[src/rtl/vga_mem_viewer.sv]
// Hex-dump overlay of the 32-byte data memory: 4 rows x 8 bytes, 2x-scaled 8x8 glyphs.
// Snapshots memory on each vsync falling edge and delays pixel/sync by exactly two clocks.
module vga_mem_viewer #(
   parameter int unsigned X0 = 64,
   parameter int unsigned Y0 = 64,
   parameter logic [23:0] FG = 24'hFFFFFF,
   parameter logic [23:0] BG = 24'h000080
) (
   input  logic       clk,
   input  logic       rst_n,
   input  logic [7:0] mem_bytes [0:31],
   input  logic       freeze,
   input  logic [9:0] pixel_x,
   input  logic [9:0] pixel_y,
   input  logic       video_on,
   input  logic       hsync_in,
   input  logic       vsync_in,
   output logic [7:0] vga_r,
   output logic [7:0] vga_g,
   output logic [7:0] vga_b,
   output logic       hsync_out,
   output logic       vsync_out,
   output logic       video_on_out,
   output logic       frame_snap
);

   localparam logic [9:0]  X0_W = 10'(X0);
   localparam logic [9:0]  Y0_W = 10'(Y0);
   localparam logic [10:0] X_LO = 11'(X0);
   localparam logic [10:0] X_HI = 11'(X0 + 512);
   localparam logic [10:0] Y_LO = 11'(Y0);
   localparam logic [10:0] Y_HI = 11'(Y0 + 128);

   // Hex digit glyphs, row 0 in bits 63:56, bit 7 of each row is the leftmost column.
   localparam logic [63:0] FONT_ROM [0:15] = '{
      64'h3C666E7666663C00, 64'h183818181818_7E00, 64'h3C66060C30607E00, 64'h3C66061C06663C00,
      64'h0C1C3C6C7E0C0C00, 64'h7E607C0606663C00, 64'h3C607C6666663C00, 64'h7E060C1830303000,
      64'h3C66663C66663C00, 64'h3C66663E060C3800, 64'h183C66667E666600, 64'h7C66667C66667C00,
      64'h3C66606060663C00, 64'h786C6666666C7800, 64'h7E60607C60607E00, 64'h7E60607C60606000
   };

   function automatic logic font_bit(input logic [3:0] nib, input logic [2:0] row,
                                     input logic [2:0] col);
      logic [63:0] glyph;
      glyph = FONT_ROM[nib];
      return glyph[~{row, col}];
   endfunction

   logic [7:0] shadow_r [0:31];
   logic       vs_d_r;
   logic       snap_s;

   logic       in_region_s;
   logic       blank_s;
   logic [2:0] gcol_s;
   logic [1:0] cell_s;
   logic [2:0] bcol_s;
   logic [2:0] grow_s;
   logic       gap_s;
   logic [1:0] brow_s;
   logic [7:0] byte_s;
   logic [3:0] nib_s;

   logic       in_region_r;
   logic       blank_r;
   logic [3:0] nib_r;
   logic [2:0] grow_r;
   logic [2:0] gcol_r;
   logic       von_r;
   logic       hs_r;
   logic       vs_r;

   logic [23:0] colour_s;

   assign snap_s = vs_d_r & ~vsync_in & ~freeze;

   // Vsync edge-detect register and snapshot pulse.
   always_ff @(posedge clk or negedge rst_n) begin
      if (!rst_n) begin
         vs_d_r     <= 1'b1;
         frame_snap <= 1'b0;
      end else begin
         vs_d_r     <= vsync_in;
         frame_snap <= snap_s;
      end
   end

   // Shadow copy of memory, refreshed only at an unfrozen vsync falling edge.
   always_ff @(posedge clk or negedge rst_n) begin
      if (!rst_n) begin
         for (int i = 0; i < 32; i++) shadow_r[i] <= 8'h00;
      end else if (snap_s) begin
         for (int i = 0; i < 32; i++) shadow_r[i] <= mem_bytes[i];
      end
   end

   // Region decode and nibble selection; wrapped offsets below X0/Y0 are masked by the region test.
   always_comb begin
      in_region_s = ({1'b0, pixel_x} >= X_LO) && ({1'b0, pixel_x} < X_HI) &&
                    ({1'b0, pixel_y} >= Y_LO) && ({1'b0, pixel_y} < Y_HI);
      gcol_s  = 3'((pixel_x - X0_W) >> 1);
      cell_s  = 2'((pixel_x - X0_W) >> 4);
      bcol_s  = 3'((pixel_x - X0_W) >> 6);
      grow_s  = 3'((pixel_y - Y0_W) >> 1);
      gap_s   = 1'((pixel_y - Y0_W) >> 4);
      brow_s  = 2'((pixel_y - Y0_W) >> 5);
      blank_s = gap_s | cell_s[1];
      byte_s  = shadow_r[{brow_s, bcol_s}];
      if (cell_s[0]) begin
         nib_s = byte_s[3:0];
      end else begin
         nib_s = byte_s[7:4];
      end
   end

   // Stage 1: geometry, nibble and delayed timing signals.
   always_ff @(posedge clk or negedge rst_n) begin
      if (!rst_n) begin
         in_region_r <= 1'b0;
         blank_r     <= 1'b0;
         nib_r       <= 4'h0;
         grow_r      <= 3'd0;
         gcol_r      <= 3'd0;
         von_r       <= 1'b0;
         hs_r        <= 1'b1;
         vs_r        <= 1'b1;
      end else begin
         in_region_r <= in_region_s;
         blank_r     <= blank_s;
         nib_r       <= nib_s;
         grow_r      <= grow_s;
         gcol_r      <= gcol_s;
         von_r       <= video_on;
         hs_r        <= hsync_in;
         vs_r        <= vsync_in;
      end
   end

   // Colour priority: blanking, outside region, gap/blank cell, glyph pixel, background.
   always_comb begin
      colour_s = 24'h000000;
      if (!von_r) begin
         colour_s = 24'h000000;
      end else if (!in_region_r) begin
         colour_s = 24'h000000;
      end else if (blank_r) begin
         colour_s = BG;
      end else if (font_bit(nib_r, grow_r, gcol_r)) begin
         colour_s = FG;
      end else begin
         colour_s = BG;
      end
   end

   // Stage 2: registered outputs to the DAC.
   always_ff @(posedge clk or negedge rst_n) begin
      if (!rst_n) begin
         vga_r        <= 8'h00;
         vga_g        <= 8'h00;
         vga_b        <= 8'h00;
         hsync_out    <= 1'b1;
         vsync_out    <= 1'b1;
         video_on_out <= 1'b0;
      end else begin
         vga_r        <= colour_s[23:16];
         vga_g        <= colour_s[15:8];
         vga_b        <= colour_s[7:0];
         hsync_out    <= hs_r;
         vsync_out    <= vs_r;
         video_on_out <= von_r;
      end
   end

endmodule

[config.mk]
export PLATFORM = sky130hd
export DESIGN_NAME = vga_mem_viewer
export DESIGN_NICKNAME = d
export VERILOG_FILES = /design/src/rtl/vga_mem_viewer.sv
export SDC_FILE = /design/constraint.sdc
export NUM_CORES = 1
export LEC_CHECK = 0
export CAP_MARGIN = 20
export CORE_ASPECT_RATIO = 0.9
export CORE_UTILIZATION = 50
export DETAILED_ROUTE_END_ITERATION = 7
export PLACE_DENSITY = 0.8
export SYNTH_ARGS = -nofsm -noshare
export SYNTH_HDL_FRONTEND = slang
export SYNTH_SLANG_ARGS = --single-unit
[constraint.sdc]
create_clock -name clk -period 5.21 [get_ports clk]
set_input_delay 1.563 -clock clk [delete_from_list [all_inputs] [get_ports clk]]
set_output_delay 1.563 -clock clk [all_outputs]
set_load 0.02 [all_outputs]
# After elaboration in Yosys (flattened, before gate mapping)
# Memories as Yosys holds them, arrays and structs flattened.
# Cells that the tools add are included.
dict set report word_totals {
  register_bits 299
  latch_bits 0
  inputBits 282
  rom_bits 1024
  wordCells 80
  mem_bits_rw 0
  n_memories 1
  out_inout_bits 28
}
dict set report op_classes {
  n_eq_ne 0
  n_reduce_logical 3
  n_bitwise 8
  n_lt_le_gt_ge 7
  n_mul 0
  n_shift 0
  n_addsub 2
  div 0
  n_mux 12
}
# memory words word_bits read_ports rd_clocked_by_memory_dff write_ports line_no
set memory_table {}
lappend memory_table {{(name not given)} 16 64 1 0 0 45} ;# glyph = FONT_ROM[nib];
# operator count
set op_table {}
lappend op_table {{two-way mux 64 bit} 2}
lappend op_table {{two-way mux 24 bit} 4}
lappend op_table {{binary-select mux 8 bit (select 5 bit)} 1}
lappend op_table {{greater-or-equal comparator 10 x 7 -> 1 bit (second input constant)} 2}
lappend op_table {{two-way mux 8 bit} 2}
lappend op_table {{< comparator 10 bit (second input constant)} 1}
lappend op_table {{< comparator 10 x 8 -> 1 bit (second input constant)} 1}
lappend op_table {{subtractor 9 x 7 -> 9 bit (second input constant)} 1}
lappend op_table {{< comparator 6 x 7 -> 1 bit (second input constant)} 1}
lappend op_table {{subtractor 7 bit (second input constant)} 1}
lappend op_table {{binary-select mux 1 bit (select 6 bit)} 1}
lappend op_table {{greater-or-equal comparator 6 bit (second input constant)} 1}
lappend op_table {{inverter 5 -> 6 bit} 1}
lappend op_table {{inverter 6 bit} 1}
lappend op_table {{greater-or-equal comparator 5 bit (second input constant)} 1}
lappend op_table {{inverter 4 -> 5 bit} 1}
lappend op_table {{two-way mux 4 bit} 1}
lappend op_table {{logical AND 1 bit} 3}
lappend op_table {{AND 1 bit} 2}
lappend op_table {{inverter 1 bit} 2}
lappend op_table {{two-way mux 1 bit} 1}
lappend op_table {{bitwise OR 1 bit} 1}

# Longest topological paths before layout
dict set report depth {
  word_depth 10
  mapped_depth 10
}

# Worst setup path before layout
# No wires, ideal clock.
dict set report synth_path {
  path_kind {input-to-reg}
  startpoint {input port pixel_x[6]}
  endpoint {register nib_r[0]}
  path_buffers 4
  stages 9
  setup_slack_ns 0.989
  arrival_time_ns 4.082
  setup_time_ns 0.138
  required_ns 5.072
  cell_sequence {buf_6 buf_6 inv_1 ha_1 clkbuf_1 clkbuf_1 mux4_2 mux4_2 mux4_2}
}
dict set report synth_via {
  elab_chain_len 6
}
# item line_no
set synth_lines {}
lappend synth_lines {{start, declared} 13} ;# input logic [9:0] pixel_x,
lappend synth_lines {{subtractor 9 x 7 -> 9 bit} 103} ;# bcol_s = 3'((pixel_x - X0_W) >> 6);
lappend synth_lines {{inverter 5 -> 6 bit (implied by the code)} 108} ;# byte_s = shadow_r[{brow_s, bcol_s}];
lappend synth_lines {{binary-select mux 8 bit (select 5 bit)} 108}
lappend synth_lines {{two-way mux 8 bit (implied by the code) (2 in series)} 108}
lappend synth_lines {{two-way mux 4 bit} 109} ;# if (cell_s[0]) begin
lappend synth_lines {{via nib_s[0]} 62} ;# logic [3:0] nib_s;
lappend synth_lines {{end signal, assigned} 130} ;# nib_r <= nib_s;
lappend synth_lines {{end, declared} 66} ;# logic [3:0] nib_r;
# The timed path passes the listed nets, and every way through them passes these cells. The select of a mux whose other input is x is not followed.
# A chain may end at the register's enable or synchronous reset.

# Final worst setup path
dict set report layout_path {
  startpoint {input port pixel_x[7]}
  endpoint {register nib_r[0]}
}
# Same word-level chain as after synthesis.

==> run summary <==
Post CTS Setup Buffer Count = 0
Die Ht = 156.4 microns
Mapped Area = 13,250 sq um
Placed insts = 1,452
Max IR drop VDD = 0.2683 mV
Share of post-route cells with drive strength above 1 = 0.3552
Vias in the first global route = 9,262
#FFs+latches synth = 277
Worst-path clk slew = 0.06 ns
Ratio of final minimum period to clock period = 0.7518
Initial antenna violation count = 7
Area contributors post-synth = dfrtp_1 (52%), mux2_2 (22%), mux4_2 (14%), buf_4 (1.3%), clkbuf_1 (1.3%)
Gr usage total = 0.2564
Delay-heaviest family, CP = multiplexers
Post-synth EDFFs = 0
Crit Path Max Fanout = 62
Mapped Cells = 862
Synth Net Count = 1,154
Setup Skew = 0.01058 ns
Highest Clock Rate = 0.2553 GHz
Root buffer cell = clkbuf_16
Static leakage = 6.937 nW
Num rows = 56
Sequential cell area = 6937 sq um
RSZ-0062 raised after global routing = false
Least-Margin Pin Slew = 0.9149 ns
Routed Wire Length = 33,810 microns
Crit path kind = in2reg
Worst path slowest cell = mux4_2
Yosys cell types = 51
Data required time of the worst path = 5.62 ns
Yosys warns = 0
Post-DP HPWL = 24,100 microns
Count leader, synth = dfrtp_1
Critical Path, Cell by Cell = clkdlybuf4s50_1 > inv_1 > ha_4 > buf_12 > mux4_2 > mux4_2 > mux4_2
Clock Path Buffers = 3
Routed wire per std cell = 22.39 microns
Global-route wire length before repair = 53,160 microns
Number of max-cap violations = 0
Sink Count = 277
Post-synth top area share = 0.5156
Sequential fraction of the synthesis area = 0.5236
Die W = 173.6 microns
Filler cells = 1,888
Fin. Hold Viols = 0
Most used cell along the critical path = mux4_2
Pre-Repair DR Iteration Count = 6
H-tree Lvls = 1
Run status = finished, final reports clean
Layout net count = 1,427
Final std cells w/o fill = 1,510
Area grow syn2layout = 32.23%
Worst-skew pair later-pin latency = 0.55 ns
TNS Setup = 0 ns
DRC Markers = 0
Slew HR = 0.3874
# hold bufs at CTS = 0
Max incr delay on CP = 0.54 ns
Via Count = 8,478
Crit end category = register
Initial core utilization = 0.5083
Min-Delay Path Class = reg2reg
Synth async-reset ratio = 1.000
Pwr/cell area = 365.4 nW/um^2
Fin. max-slew vios = 0
Synthesized area per cell = 15.37 sq um
Ys flop type = dfrtp_1
Minimum clock period = 3.917 ns
WP data arrival = 4.33 ns
Routability cong. = 0.8880
DR vias/cell = 5.615
Io pins = 310
Core Box Area = 26,070 sq um
Leading area contributor after synthesis = dfrtp_1
Inserted Clock Buffers = 29
# setup viols final = 0
Final ANT Viol Nets = 0
Synth cell count leaders = dfrtp_1 (273), mux2_2 (256), mux4_2 (84), clkbuf_1 (46), buf_4 (23)
TritonCTS clock tree = yes
Die ar. = 27,150 sq um
DRT iter0 DRCs = 507
Resized Gates After CTS = 0
Critical Path Start Type = input port
Multi-input combinational cell area = 5866 sq um
PortBufs = 308
GR Overflow Total = 0
Pin count of the biggest net entering global routing = 100
Worst path bufs/invs = 3
-- per-layer routing --
metal  GRT usage  vias up  part of all wire
li1            -     3787                 -
met1      0.3437     4329              0.42
met2      0.4144      305              0.48
met3     0.07046       53             0.079
met4     0.06934        4             0.024
met5           0        -           0.00083
-- cell usage in the layout (no fill, tap or decap), drive strengths merged, types with 2 or more instances in the layout --
cell and instances:
nor2b 8, nand2 11, inv 12, a221oi 4, clkinv 4, nor2 17
a2111oi 4, mux2i 9, clkdlybuf4s50 306, nor3 4, dfstp 4, nand4 2
dfrtp 273, mux2 256, nand3b 3, buf 18, a31oi 2, nand2b 8
a211oi 8, nor3b 3, a311o 2, o221ai 2, a311oi 3, o31a 2
diode 5, clkbuf 46, o311ai 3, o211ai 4, a21oi 6, mux4 84
o2111ai 2, ha 10, nand3 4, o21ai 15
-- cell families (layout without fill, tap and decap cells) --
group	after synthesis	count (layout)	share of synthesized area
AOI/OAI and AO/OA	65	65	0.03579
xor gates and xnor gates	2	2	0.001322
adders and majority gates	11	11	0.01020
buffers and inverters	93	388	0.03645
DFF	277	277	0.5236
muxes	349	349	0.3672
other	0	5	0
and+or+nand+nor	65	65	0.02550
-- sequential cells by signal, indices dropped and copies added (netlist names) --
signal and cells:
vs_r 1, von_r 1, vga_g 1, blank_r 1
nib_r 4, shadow_r 256, grow_r 3, video_on_out 1
hs_r 1, hsync_out 1, vsync_out 1, in_region_r 1
vga_b 1, gcol_r 3, frame_snap 1
-- final cells by class --
cell class / count / share of cell area
flip-flops and latches: 277 / 0.3959
multi-input cells: 492 / 0.3348
repair buffers: 324 / 0.1873
clock buffers: 46 / 0.04964
well taps: 348 / 0.02485
clock inverters: 7 / 0.004428
inverters: 11 / 0.002357
diodes: 5 / 0.0007142
-- per-stage QoR --
step	hold slack, ns	power (mW)	instance area (sq um)	setup slack [ns]	utilization
after detailed placement	0.3512	4.403	16560	0.7580	0.6353
after global routing	0.3625	6.720	17520	1.287	0.6720
final	0.3579	6.401	17520	1.293	0.6721
after CTS	0.3602	6.461	17510	1.339	0.6717
after global placement	0.3459	4.364	16560	0.7851	0.6353
after floorplan	0.3452	3.787	13250	0.9894	-
-- worst reg2reg max path, stage by stage, from the launching register on --
cell	delay, ns
dfrtp_1	0.57
inv_1	0.29
ha_1	0.43
nand2b_1	0.28
a31o_1	0.28
a2111oi_0	0.55
a2111oi_0	0.17
a311oi_1	0.29
a32oi_1	0.13
-- final timing paths --
check,end,slack (ns),from,cells past startpoint
worst max register to register,vga_g[6]$_DFF_PN0_,2.08,nib_r[1]$_DFF_PN0_,8
min in group asynchronous,shadow_r[18]$_DFFE_PN0P_,1.03,rst_n,1
worst max-delay path,nib_r[0]$_DFF_PN0_,1.29,pixel_x[7],7
max in group asynchronous,hsync_out$_DFF_PN1_,3.17,rst_n,2
worst min register to register,hsync_out$_DFF_PN1_,0.36,hs_r$_DFF_PN1_,0
worst min-delay path,hsync_out$_DFF_PN1_,0.36,hs_r$_DFF_PN1_,0
-- power breakdown --
| group | internal, mW | switching (mW) |
|---|---|---|
| Sequential | 2.55 | 0.227 |
| Clock | 1.19 | 0.842 |
| Combinational | 0.933 | 0.658 |
No activity file was read; power rests on OpenSTA's default activity.
